`src/rtl/snn_inference_ctrl_pkg.sv`:
```
// Shared types and constants for the SNN inference sequencer: FSM states,
// LFSR polynomial/seed and the Galois step used by every encoder LFSR.
package snn_ctrl_pkg;

    typedef enum logic [2:0] {
        ST_IDLE,
        ST_CLEAR,
        ST_RUN,
        ST_DRAIN,
        ST_DONE
    } state_t;

    localparam logic [15:0] LFSR_POLY      = 16'hB400;
    localparam logic [15:0] LFSR_SEED_BASE = 16'hACE1;
    localparam int          RATE_W         = 8;

    // Right-shifting Galois step: feed the dropped LSB back through the tap mask.
    function automatic logic [15:0] lfsr_next(input logic [15:0] q);
        return q[0] ? ((q >> 1) ^ LFSR_POLY) : (q >> 1);
    endfunction

    function automatic int max_int(input int a, input int b);
        return (a > b) ? a : b;
    endfunction

endpackage

```
`src/rtl/snn_inference_ctrl_if.sv`:
```
// Host-side bundle of the inference sequencer: run request, programming
// values and the result/status signals returned to the register side.
interface snn_inference_ctrl_if #(
    parameter int N_IN  = 2,
    parameter int N_OUT = 2,
    parameter int T_W   = 8,
    parameter int CNT_W = 8
);
    import snn_ctrl_pkg::*;

    localparam int WIN_W = (N_OUT > 1) ? $clog2(N_OUT) : 1;

    logic                     start;
    logic                     abort;
    logic [T_W-1:0]           n_steps;
    logic [N_IN*RATE_W-1:0]   rate;
    logic                     busy;
    logic                     done;
    logic [N_OUT*CNT_W-1:0]   count;
    logic [WIN_W-1:0]         winner;
    logic                     no_spike;

    modport master (
        output start, abort, n_steps, rate,
        input  busy, done, count, winner, no_spike
    );

    modport slave (
        input  start, abort, n_steps, rate,
        output busy, done, count, winner, no_spike
    );

endinterface

```
`src/rtl/snn_inference_ctrl_lfsr.sv`:
```
// 16-bit Galois LFSR used as the Bernoulli source for one network input;
// reloadable from a seed and advanced only when step is high.
module snn_lfsr16
    import snn_ctrl_pkg::*;
#(
    parameter logic [15:0] RESET_SEED = LFSR_SEED_BASE
) (
    input  logic        clk,
    input  logic        rst_n,
    input  logic        load,
    input  logic [15:0] seed,
    input  logic        step,
    output logic [15:0] q
);

    always_ff @(posedge clk or negedge rst_n) begin
        if (!rst_n) begin
            q <= RESET_SEED;
        end else if (load) begin
            q <= seed;
        end else if (step) begin
            q <= lfsr_next(q);
        end
    end

endmodule

```
`src/rtl/snn_inference_ctrl.sv`:
```
// Sequencer for one SNN inference: clears the core, rate-encodes inputs with
// LFSRs for n_steps cycles, drains, then reports saturating counts and argmax.
module snn_inference_ctrl
    import snn_ctrl_pkg::*;
#(
    parameter int N_IN         = 2,
    parameter int N_OUT        = 2,
    parameter int T_W          = 8,
    parameter int CNT_W        = 8,
    parameter int CLR_CYCLES   = 2,
    parameter int DRAIN_CYCLES = 16
) (
    input  logic                 clk,
    input  logic                 rst_n,
    snn_inference_ctrl_if.slave  host,
    input  logic [N_OUT-1:0]     net_spike_out,
    output logic [N_IN-1:0]      net_spike_in,
    output logic                 net_rst_n
);

    localparam int WIN_W = (N_OUT > 1) ? $clog2(N_OUT) : 1;
    localparam int CYC_W = max_int(T_W, max_int($clog2(DRAIN_CYCLES + 1),
                                                $clog2(CLR_CYCLES + 1)));

    state_t                 state, state_next;
    logic [CYC_W-1:0]       cyc;
    logic [T_W-1:0]         n_steps_q;
    logic [N_IN*RATE_W-1:0] rate_q;
    logic [CNT_W-1:0]       cnt_nxt [N_OUT];
    logic [WIN_W-1:0]       best_idx, winner_q;
    logic [CNT_W-1:0]       best_val;
    logic                   any_spike, no_spike_q;
    logic                   accept, abort_run, last_cyc;
    logic                   lfsr_load, lfsr_step, count_en, run_phase;
    logic [15:0]            lfsr_q [N_IN];

    function automatic logic [CNT_W-1:0] sat_inc(input logic [CNT_W-1:0] v);
        return (&v) ? v : v + 1'b1;
    endfunction

    assign accept    = (state == ST_IDLE) && host.start;
    assign abort_run = host.abort &&
                       (state == ST_CLEAR || state == ST_RUN || state == ST_DRAIN);
    assign last_cyc  = (cyc == '0);

    always_ff @(posedge clk or negedge rst_n) begin
        if (!rst_n) state <= ST_IDLE;
        else        state <= state_next;
    end

    always_comb begin
        state_next = state;
        case (state)
            ST_IDLE:  if (host.start) state_next = ST_CLEAR;
            ST_CLEAR: if (host.abort) state_next = ST_IDLE;
                      else if (last_cyc) state_next = (n_steps_q == '0) ? ST_DRAIN : ST_RUN;
            ST_RUN:   if (host.abort) state_next = ST_IDLE;
                      else if (last_cyc) state_next = ST_DRAIN;
            ST_DRAIN: if (host.abort) state_next = ST_IDLE;
                      else if (last_cyc) state_next = ST_DONE;
            ST_DONE:  state_next = ST_IDLE;
            default:  state_next = ST_IDLE;
        endcase
    end

    always_comb begin
        host.busy = 1'b0;
        host.done = 1'b0;
        lfsr_load = 1'b0;
        lfsr_step = 1'b0;
        count_en  = 1'b0;
        run_phase = 1'b0;
        case (state)
            ST_CLEAR: begin host.busy = 1'b1; lfsr_load = 1'b1; end
            ST_RUN:   begin host.busy = 1'b1; lfsr_step = 1'b1; count_en = 1'b1; run_phase = 1'b1; end
            ST_DRAIN: begin host.busy = 1'b1; count_en = 1'b1; end
            ST_DONE:  host.done = 1'b1;
            default:  ;
        endcase
    end

    // Per-phase down-counter: reloaded on every state change, exit when it hits 0.
    always_ff @(posedge clk or negedge rst_n) begin
        if (!rst_n) begin
            cyc <= '0;
        end else if (state_next != state) begin
            case (state_next)
                ST_CLEAR: cyc <= CYC_W'(CLR_CYCLES - 1);
                ST_RUN:   cyc <= CYC_W'(n_steps_q) - 1'b1;
                ST_DRAIN: cyc <= CYC_W'(DRAIN_CYCLES - 1);
                default:  cyc <= '0;
            endcase
        end else if (!last_cyc) begin
            cyc <= cyc - 1'b1;
        end
    end

    always_ff @(posedge clk) begin
        if (accept) begin
            n_steps_q <= host.n_steps;
            rate_q    <= host.rate;
        end
    end

    // Registered so the core reset is glitch-free; low only while CLEAR is occupied.
    always_ff @(posedge clk or negedge rst_n) begin
        if (!rst_n) net_rst_n <= 1'b0;
        else        net_rst_n <= (state_next != ST_CLEAR);
    end

    for (genvar i = 0; i < N_IN; i++) begin : g_enc
        snn_lfsr16 #(
            .RESET_SEED (LFSR_SEED_BASE + 16'(i))
        ) u_lfsr (
            .clk   (clk),
            .rst_n (rst_n),
            .load  (lfsr_load),
            .seed  (LFSR_SEED_BASE + 16'(i)),
            .step  (lfsr_step),
            .q     (lfsr_q[i])
        );
        assign net_spike_in[i] = run_phase && (lfsr_q[i][RATE_W-1:0] < rate_q[i*RATE_W +: RATE_W]);
    end

    for (genvar k = 0; k < N_OUT; k++) begin : g_cnt
        logic [CNT_W-1:0] cnt_r;
        assign cnt_nxt[k] = (count_en && net_spike_out[k]) ? sat_inc(cnt_r) : cnt_r;
        always_ff @(posedge clk or negedge rst_n) begin
            if (!rst_n)                 cnt_r <= '0;
            else if (accept || abort_run) cnt_r <= '0;
            else                        cnt_r <= cnt_nxt[k];
        end
        assign host.count[k*CNT_W +: CNT_W] = cnt_r;
    end

    // Scan the post-update counts so the final DRAIN sample is part of the result.
    always_comb begin
        best_idx  = '0;
        best_val  = cnt_nxt[0];
        any_spike = 1'b0;
        for (int k = 0; k < N_OUT; k++) begin
            if (cnt_nxt[k] != '0) any_spike = 1'b1;
            if (cnt_nxt[k] > best_val) begin
                best_val = cnt_nxt[k];
                best_idx = WIN_W'(k);
            end
        end
    end

    always_ff @(posedge clk or negedge rst_n) begin
        if (!rst_n) begin
            winner_q   <= '0;
            no_spike_q <= 1'b0;
        end else if (accept || abort_run) begin
            winner_q   <= '0;
            no_spike_q <= 1'b0;
        end else if (state == ST_DRAIN && state_next == ST_DONE) begin
            winner_q   <= any_spike ? best_idx : '0;
            no_spike_q <= !any_spike;
        end
    end

    assign host.winner   = winner_q;
    assign host.no_spike = no_spike_q;

endmodule

```
`src/flat_wrapper.sv`:
```
// flat-port wrapper written by rule: the top's interface ports become plain ports
module snn_inference_ctrl_flat import snn_ctrl_pkg::*;
#(
    parameter int N_IN         = 2,
    parameter int N_OUT        = 2,
    parameter int T_W          = 8,
    parameter int CNT_W        = 8,
    parameter int CLR_CYCLES   = 2,
    parameter int DRAIN_CYCLES = 16
)
  (clk, rst_n, net_spike_out, net_spike_in, net_rst_n, host_start, host_abort, host_n_steps, host_rate, host_busy, host_done, host_count, host_winner, host_no_spike);
  snn_inference_ctrl_if #(.N_IN(N_IN), .N_OUT(N_OUT), .T_W(T_W), .CNT_W(CNT_W)) host_i ();
  input  logic clk;
  input  logic rst_n;
  input  logic [N_OUT-1:0] net_spike_out;
  output logic [N_IN-1:0] net_spike_in;
  output logic net_rst_n;
  input wire logic [$bits(host_i.start)-1:0] host_start;
  input wire logic [$bits(host_i.abort)-1:0] host_abort;
  input wire logic [$bits(host_i.n_steps)-1:0] host_n_steps;
  input wire logic [$bits(host_i.rate)-1:0] host_rate;
  output wire logic [$bits(host_i.busy)-1:0] host_busy;
  output wire logic [$bits(host_i.done)-1:0] host_done;
  output wire logic [$bits(host_i.count)-1:0] host_count;
  output wire logic [$bits(host_i.winner)-1:0] host_winner;
  output wire logic [$bits(host_i.no_spike)-1:0] host_no_spike;
  assign host_i.start = host_start;
  assign host_i.abort = host_abort;
  assign host_i.n_steps = host_n_steps;
  assign host_i.rate = host_rate;
  assign host_busy = host_i.busy;
  assign host_done = host_i.done;
  assign host_count = host_i.count;
  assign host_winner = host_i.winner;
  assign host_no_spike = host_i.no_spike;
  snn_inference_ctrl #(.N_IN(N_IN), .N_OUT(N_OUT), .T_W(T_W), .CNT_W(CNT_W), .CLR_CYCLES(CLR_CYCLES), .DRAIN_CYCLES(DRAIN_CYCLES)) u_core (.clk(clk), .rst_n(rst_n), .host(host_i), .net_spike_out(net_spike_out), .net_spike_in(net_spike_in), .net_rst_n(net_rst_n));
endmodule
```
`config.mk`:
```
export PLATFORM = sky130hd
export DESIGN_NAME = snn_inference_ctrl_flat
export DESIGN_NICKNAME = d
export VERILOG_FILES = /design/src/rtl/snn_inference_ctrl_pkg.sv /design/src/rtl/snn_inference_ctrl_if.sv /design/src/rtl/snn_inference_ctrl_lfsr.sv /design/src/rtl/snn_inference_ctrl.sv /design/src/flat_wrapper.sv
export SDC_FILE = /design/constraint.sdc
export NUM_CORES = 1
export LEC_CHECK = 0
export BUFFER_PORTS_ARGS = -buffer_cell sky130_fd_sc_hd__buf_2
export CORE_ASPECT_RATIO = 1.1
export CORE_MARGIN = 8
export CORE_UTILIZATION = 35
export CTS_CLUSTER_DIAMETER = 100
export DETAILED_ROUTE_END_ITERATION = 6
export GPL_ROUTABILITY_DRIVEN = 0
export PLACE_DENSITY = 0.63
export SYNTH_ARGS = -nofsm -noshare
export SYNTH_HDL_FRONTEND = slang
export SYNTH_SLANG_ARGS = --single-unit
```
`constraint.sdc`:
```
create_clock -name clk -period 4.85 [get_ports clk]
set_input_delay 0.97 -clock clk [delete_from_list [all_inputs] [get_ports clk]]
set_output_delay 0.97 -clock clk [all_outputs]
set_load 0.02 [all_outputs]
```
==> results of run 1 <==
[flip-flops by register name, summed over array words and instances (netlist names)]
signal                 cells
u_core.state               3
u_core.g_enc.u_lfsr.q     32
u_core.host.no_spike       1
u_core.host.winner         1
u_core.g_cnt.cnt_r        16
u_core.rate_q             16
u_core.net_rst_n           1
u_core.n_steps_q           8
u_core.cyc                 8
[worst paths after layout]
path / cells past startpoint / endpoint
worst max-delay path: 5 / net_spike_in[1]
worst min-delay path: 2 / u_core.g_enc[1].u_lfsr.q[12]
worst max register to register: 11 / u_core.host.winner
worst min register to register: 2 / u_core.g_enc[1].u_lfsr.q[12]
max in group asynchronous: 2 / u_core.g_enc[1].u_lfsr.q[3]
min in group asynchronous: 2 / u_core.g_cnt[0].cnt_r[3]
[cell usage after synthesis, drive strengths merged, types with 7 or more instances]
cell type | number | area [um^2]
o21ai | 11 | 58.8
nor4 | 7 | 50.1
a22o | 14 | 123
a21o | 8 | 60.1
dfrtp | 46 | 1150
nand3 | 9 | 45.0
ha | 27 | 338
inv | 31 | 116
nor2 | 31 | 119
clkbuf | 13 | 48.8
xnor2 | 17 | 149
o22a | 13 | 114
a21oi | 18 | 90.1
and2 | 8 | 50.1
xor2 | 10 | 87.6
edfxtp | 24 | 721
mux2i | 7 | 70.1
nand2 | 19 | 71.3
dfstp | 16 | 420
[power breakdown]
group,switching [mW],internal [mW]
Sequential,0.132,0.917
Combinational,0.440,0.330
Clock,0.261,0.378
Total,0.832,1.62
[per-stage QoR]
step | utilization, % | total power [mW]
floorplan | - | 1.65
global placement | 39.1 | 1.81
detailed placement | 39.1 | 1.84
CTS | 41.3 | 2.49
global route | 41.3 | 2.63
finish | 41.3 | 2.46
[layer usage]
layer / routed length, um / track usage (%)
met1: 4450 / 14.5
met2: 4290 / 18.7
met3: 334 / 2.31
met4: 244 / 6.43
met5: 0 / 0
[logic make-up (layout without fill, tap and decap cells)]
kind of cell,Yosys count,count (layout),share of synthesized area (%)
AO/OA/AOI/OAI,94,94,15.2
AND/OR/NAND/NOR,119,119,14.7
flip-flops,86,86,50.7
adder cells (fa/ha/maj),27,27,7.48
buffers and inverters,47,101,4.10
XOR/XNOR,27,27,5.24
multiplexers,11,11,2.63
[area by class of cell]
cell class / instances / share of cell area, %
clock buffers: 15 / 5.17
clock inverters: 1 / 0.0722
inverters: 31 / 2.24
multi-input cells: 278 / 39.4
flip-flops and latches: 86 / 44.1
well taps: 157 / 3.78
repair buffers: 54 / 5.29
[cell usage in the layout (no fill, tap or decap), drive strengths merged, types with 4 or more instances in the layout]
| cell type | n |
|---|---|
| ha | 27 |
| nor3 | 5 |
| mux2 | 4 |
| nand2b | 5 |
| nor4b | 6 |
| xor2 | 10 |
| a21o | 8 |
| nor2 | 31 |
| buf | 54 |
| o31ai | 4 |
| and2 | 8 |
| a22o | 14 |
| nor2b | 5 |
| edfxtp | 24 |
| nand4 | 4 |
| o21ai | 11 |
| dfrtp | 46 |
| nor4 | 7 |
| nand2 | 19 |
| o22a | 13 |
| a21oi | 18 |
| xnor2 | 17 |
| mux2i | 7 |
| and3 | 4 |
| a31oi | 4 |
| dfstp | 16 |
| inv | 31 |
| clkbuf | 15 |
| nand3 | 9 |
[worst reg2reg max path, cell delays in order, from the launching register on]
cell	delay, ns
dfrtp_1	0.47
ha_1	0.28
nand2_1	0.13
o31ai_1	0.69
mux2i_1	0.34
ha_1	0.29
nor2b_1	0.13
o21a_1	0.16
o21ai_0	0.16
a21oi_1	0.10
o31ai_1	0.26
a21oi_1	0.10
==> summary.txt, run 1 <==
Run status
  • Result of the run: finished, final reports clean

Clock network
  • Number of buffers inserted by post-CTS setup repair: 0
  • Max H-tree Level: 3
  • Post-CTS Hold Buffers: 0
  • Resize count post-CTS: 0
  • Clock tree from TritonCTS: done
  • Clock Sinks: 86
  • Clock latency at the later pin of the worst-skew pair: 0.33 ns
  • CTS Root Cell: clkbuf_16
  • Cts bufs inserted: 9
  • Clock-pin slew reported for the worst setup and hold paths after clock tree synthesis: 0.06 ns
  • Clock tree buffer depth: 2

Layout
  • Number of fill cells in the layout: 1233
  • Proportion of layout cells with a drive suffix above 1: 20.4%
  • Area Overhead vs Synth: 15.1%
  • Post-layout instance area: 5200 um^2
  • Area used by sequential logic in the layout: 2290 um^2
  • Total area of multi-input combinational cells: 2050 um^2
  • Antenna diode count: 0
  • Final instance count without filler cells: 622
  • Nets@finish: 517

Floorplanning
  • Starting density of the core: 35.9%
  • Total core area: 12600 um^2
  • Rows: 43
  • Die area: 16800 um^2
  • Die outline height: 135 um
  • Number of primary I/O pins: 53
  • Die width: 124 um

Setup path
  • Slowest library cell on the worst path: dfrtp_1
  • Worst setup startpoint: u_core.state[1]
  • Type of element launching the critical path: flop
  • Maximum fanout count along the critical path: 15
  • Number of buffer and inverter stages on the critical path: 1
  • Largest delay contributor family on the critical path: flip-flops
  • Critical Setup Path Class: reg -> out
  • Data arrival time of the critical path: 2.25 ns
  • Crit path cell chain: nand2b_1, or2_2, a211o_1, a31oi_1, buf_2
  • Endpoint required time on the critical path: 3.88 ns
  • Delay of the slowest cell on the worst path: 0.67 ns
  • Critical Path Sink Type: primary output
  • R2R Path Start: u_core.g_cnt[0].cnt_r[0]
  • Worst-case register-to-register setup slack: 1.64 ns

Yosys
  • Number of synthesis warnings: 0
  • Cell count after synthesis: 411
  • Net count after synthesis: 468
  • Number of distinct library cells after synthesis: 59
  • Sequential fraction of the synthesis area: 50.7%
  • Post-synthesis instance area: 4520 um^2
  • Async set-reset flop share out of synthesis: 72.1%
  • Post-synth EDFFs: 24
  • #FFs+latches synth: 86
  • Mean Syn Cell Area: 11.0 um^2
  • Most frequently used flop master after synthesis: dfrtp_1

Route
  • Wire length per cell: 15.0 um
  • Total DRC errors in the routed layout: 0
  • Vias after detailed routing: 3211
  • DR vias/cell: 5.16
  • Antenna Nets Post-Route: 0
  • Post-Route WL: 9.31 mm
  • Drt first-iter violations: 148
  • First-pass iteration count of the detailed router: 4

Timing
  • Share of the clock period used by the worst path: 66.4%
  • Transition time at the pin with the least slew margin: 1.12 ns
  • Setup violators final: 0
  • Setup repair after global routing missed its margin: false
  • Final hold viol count: 0
  • Time the final worst path needs with I/O delays and setup: 3.22 ns
  • Headroom to the max-slew limit: 25.0%
  • Final Skew: 0.00672 ns
  • Maximum operating frequency: 0.310 GHz
  • Tightest hold margin: 0.486 ns
  • Worst-case setup margin in the final layout: 1.63 ns
  • Max-slew violations: 0
  • Final-layout setup total negative slack: 0 ns

Min path
  • Worst Min Path Start: u_core.g_enc[1].u_lfsr.q[12]
  • Hold/Removal Path Class: reg -> reg

GRT
  • Maximum number of pins on one net before global-route repair: 63
  • Antenna violations before repair: 0
  • Total routing resource utilization after global routing: 11.7%
  • Vias in the first global route: 3409
  • GRT overflow: 0
  • First-pass GRT wire length: 16.3 mm

Placed design
  • Detail Placement HPWL: 6.64 mm
  • Placed cell area: 4930 um^2
  • Worst setup slack after placement: 1.66 ns
  • Port Buffers: 52
  • Number of placed cells counting well taps: 606

Pwr
  • Worst ir drop on vdd: 0.000202 V
  • Power density over the cells: 472 nW/um^2
  • Cell leakage power: 2.34 nW

Flow run
  • # Max-Cap Violations: 0
Note: power is estimated with default switching activity, not from simulation.
==> inputs of run 2 (changes only) <==
- clock period: 4.85 -> 3 ns (I/O delays scaled with it)
==> run 2 against run 1 <==
  * Die area is the same
  * Global-route usage grew 0.10 points
  * First-iteration DRC count grew 100%
  * Critical path type is now reg -> reg
==> summary.txt, run 2 (synthesis gave the netlist of run 1 again) <==
Run status
  • Result of the run: finished, final reports clean

Clock network
  • Max H-tree Level: 3 (unchanged)
  • Resize count post-CTS: 0 (unchanged)
  • Cts bufs inserted: 9 (unchanged)
  • Post-CTS Hold Buffers: 0 (unchanged)
  • Clock Sinks: 86 (unchanged)
  • Number of buffers inserted by post-CTS setup repair: 0 (unchanged)
  • Clock tree from TritonCTS: done
  • Clock tree buffer depth: 2 (unchanged)
  • CTS Root Cell: clkbuf_16
  • Clock latency at the later pin of the worst-skew pair: 0.33 ns (about the same)
  • Clock-pin slew reported for the worst setup and hold paths after clock tree synthesis: 0.06 ns (about the same)

GRT
  • GRT overflow: 0 (unchanged)
  • Maximum number of pins on one net before global-route repair: 33 (-48%)
  • Vias in the first global route: 3359 (-1.5%)
  • Antenna violations before repair: 0 (unchanged)
  • First-pass GRT wire length: 16.3 mm (-0.17%)
  • Total routing resource utilization after global routing: 11.8% (+0.10 points)

Layout
  • Area used by sequential logic in the layout: 2290 um^2 (unchanged)
  • Leading cell types in the layout, fill and taps excluded: buf_2, dfrtp_1, inv_1
  • Number of fill cells in the layout: 1206 (-2.2%)
  • Max FFs per register: 32 (unchanged)
  • Most common library cell in the layout ignoring fill and taps: buf_2
  • Proportion of layout cells with a drive suffix above 1: 22.5% (+2.1 points)
  • Antenna diode count: 0 (unchanged)
  • Area Overhead vs Synth: 16.9%
  • Register containing the most flip-flops in the final layout: u_core.g_enc.u_lfsr.q
  • Nets@finish: 527 (+1.9%)
  • Total area of multi-input combinational cells: 2060 um^2 (+0.67%)
  • Largest registers: u_core.g_enc.u_lfsr.q: 32 flops, u_core.g_cnt.cnt_r: 16 flops, u_core.rate_q: 16 flops
  • Core occupancy in the finished layout: 41.9% (+0.66 points)
  • Post-layout instance area: 5280 um^2 (+1.6%)

Route
  • Wire length per cell: 15.2 um (+1.8%)
  • Antenna Nets Post-Route: 0 (unchanged)
  • DR vias/cell: 5.16 (about the same)
  • First-pass iteration count of the detailed router: 4 (unchanged)
  • Post-Route WL: 9.63 mm (+3.4%)
  • Vias after detailed routing: 3263 (+1.6%)
  • Drt first-iter violations: 302 (+100%)
  • Total DRC errors in the routed layout: 0 (unchanged)

Setup path
  • Slowest library cell on the worst path: dfrtp_1
  • Delay of the slowest cell on the worst path: 0.46 ns (-0.21 ns)
  • Largest delay contributor family on the critical path: compound AO/OA/AOI/OAI gates
  • Number of buffer and inverter stages on the critical path: 0 (-1)
  • Endpoint required time on the critical path: 3.21 ns (-0.67 ns)
  • Data arrival time of the critical path: 3.03 ns (+0.78 ns)
  • Crit path cell chain: ha_1, nand2_1, o31ai_2, mux2i_1, ha_1, nor2b_1, o21a_1, o21ai_0, a21oi_1, o31ai_1, a21oi_1
  • Type of element launching the critical path: flop
  • Maximum fanout count along the critical path: 7 (-8)
  • Critical Setup Path Class: reg -> reg
  • Critical Path Sink Type: flop

Placed design
  • Placed cell area: 5020 um^2 (+2.0%)
  • Detail Placement HPWL: 6.97 mm (+5.0%)
  • Port Buffers: 52 (unchanged)

Timing
  • Max-slew violations: 0 (unchanged)
  • Time the final worst path needs with I/O delays and setup: 2.82 ns
  • Setup violators final: 0 (unchanged)
  • Final Skew: 0.00700 ns (+0.000287 ns)
  • Share of the clock period used by the worst path: 94.0%
  • Final-layout setup total negative slack: 0 ns (unchanged)
  • Final hold viol count: 0 (unchanged)
  • Transition time at the pin with the least slew margin: 0.749 ns (-0.374 ns)
  • Headroom to the max-slew limit: 50.1% (+25 points)
  • Maximum operating frequency: 0.354 GHz

Pwr
  • Cell leakage power: 2.39 nW (+2.2%)
  • Power density over the cells: 753 nW/um^2 (+59%)
  • Worst ir drop on vdd: 0.000333 V (+65%)

Min path
  • Hold/Removal Path Class: in -> async

Floorplanning
  • Die outline height: 135 um (unchanged)
  • Rows: 43 (unchanged)
  • Die area: 16800 um^2 (unchanged)
  • Starting density of the core: 35.9% (unchanged)
  • Die width: 124 um (unchanged)
  • Total core area: 12600 um^2 (unchanged)
  • Number of primary I/O pins: 53 (unchanged)

Flow run
  • # Max-Cap Violations: 0 (unchanged)
==> run 2: path summary, 6_finish.rpt <==
path                                               from                           end  slack (ns)  cells past startpoint
setup / recovery               u_core.g_cnt[0].cnt_r[0]            u_core.host.winner        0.18                     11
hold / removal                                    rst_n      u_core.g_cnt[0].cnt_r[5]        0.33                      1
setup reg to reg               u_core.g_cnt[0].cnt_r[0]            u_core.host.winner        0.18                     11
hold reg to reg            u_core.g_enc[1].u_lfsr.q[12]  u_core.g_enc[1].u_lfsr.q[12]        0.49                      2
max in group asynchronous                         rst_n   u_core.g_enc[1].u_lfsr.q[6]        1.96                      2
min in group clk                        host_n_steps[3]           u_core.n_steps_q[3]        0.44                      1
==> run 2: stage by stage <==
stage	instances	worst slack (ns)	total power [mW]	hold slack [ns]
after detailed placement	616	0.172	3.03	0.479
final	632	0.179	3.98	0.328
after CTS	632	0.143	4.04	0.354
after global routing	632	-0.0484	4.25	0.384
after global placement	616	0.264	2.99	0.467
after floorplan	411	0.102	2.67	0.304
==> run 2: worst register-to-register path, cell delays in order, from the launching register on <==
cell and delay [ns]:
dfrtp_1 0.46, ha_1 0.26, nand2_1 0.14, o31ai_2 0.38, mux2i_1 0.30, ha_1 0.28
nor2b_1 0.13, o21a_1 0.15, o21ai_0 0.15, a21oi_1 0.10, o31ai_1 0.26, a21oi_1 0.10
==> run 2: power breakdown <==
part           internal [mW]  switching [mW]  total, mW
combinational          0.585           0.743       1.33
clock                  0.560           0.420      0.980
sequential              1.48           0.188       1.67
==> run 2: final cells by class <==
type / instances / share of cell area (%)
inverters: 31 / 2.20
clock buffers: 14 / 4.62
well taps: 157 / 3.72
repair buffers: 64 / 6.87
clock inverters: 2 / 0.190
flip-flops and latches: 86 / 43.4
multi-input cells: 278 / 39.0
==> run 2: metal layers <==
| metal | part of all wire (%) | track usage (%) | vias to the layer above |
|---|---|---|---|
| met5 | 0 | 0 | - |
| li1 | - | - | 1612 |
| met2 | 48 | 19.5 | 68 |
| met1 | 46 | 14.3 | 1572 |
| met4 | 1.7 | 5.09 | 0 |
| met3 | 4.2 | 2.82 | 11 |
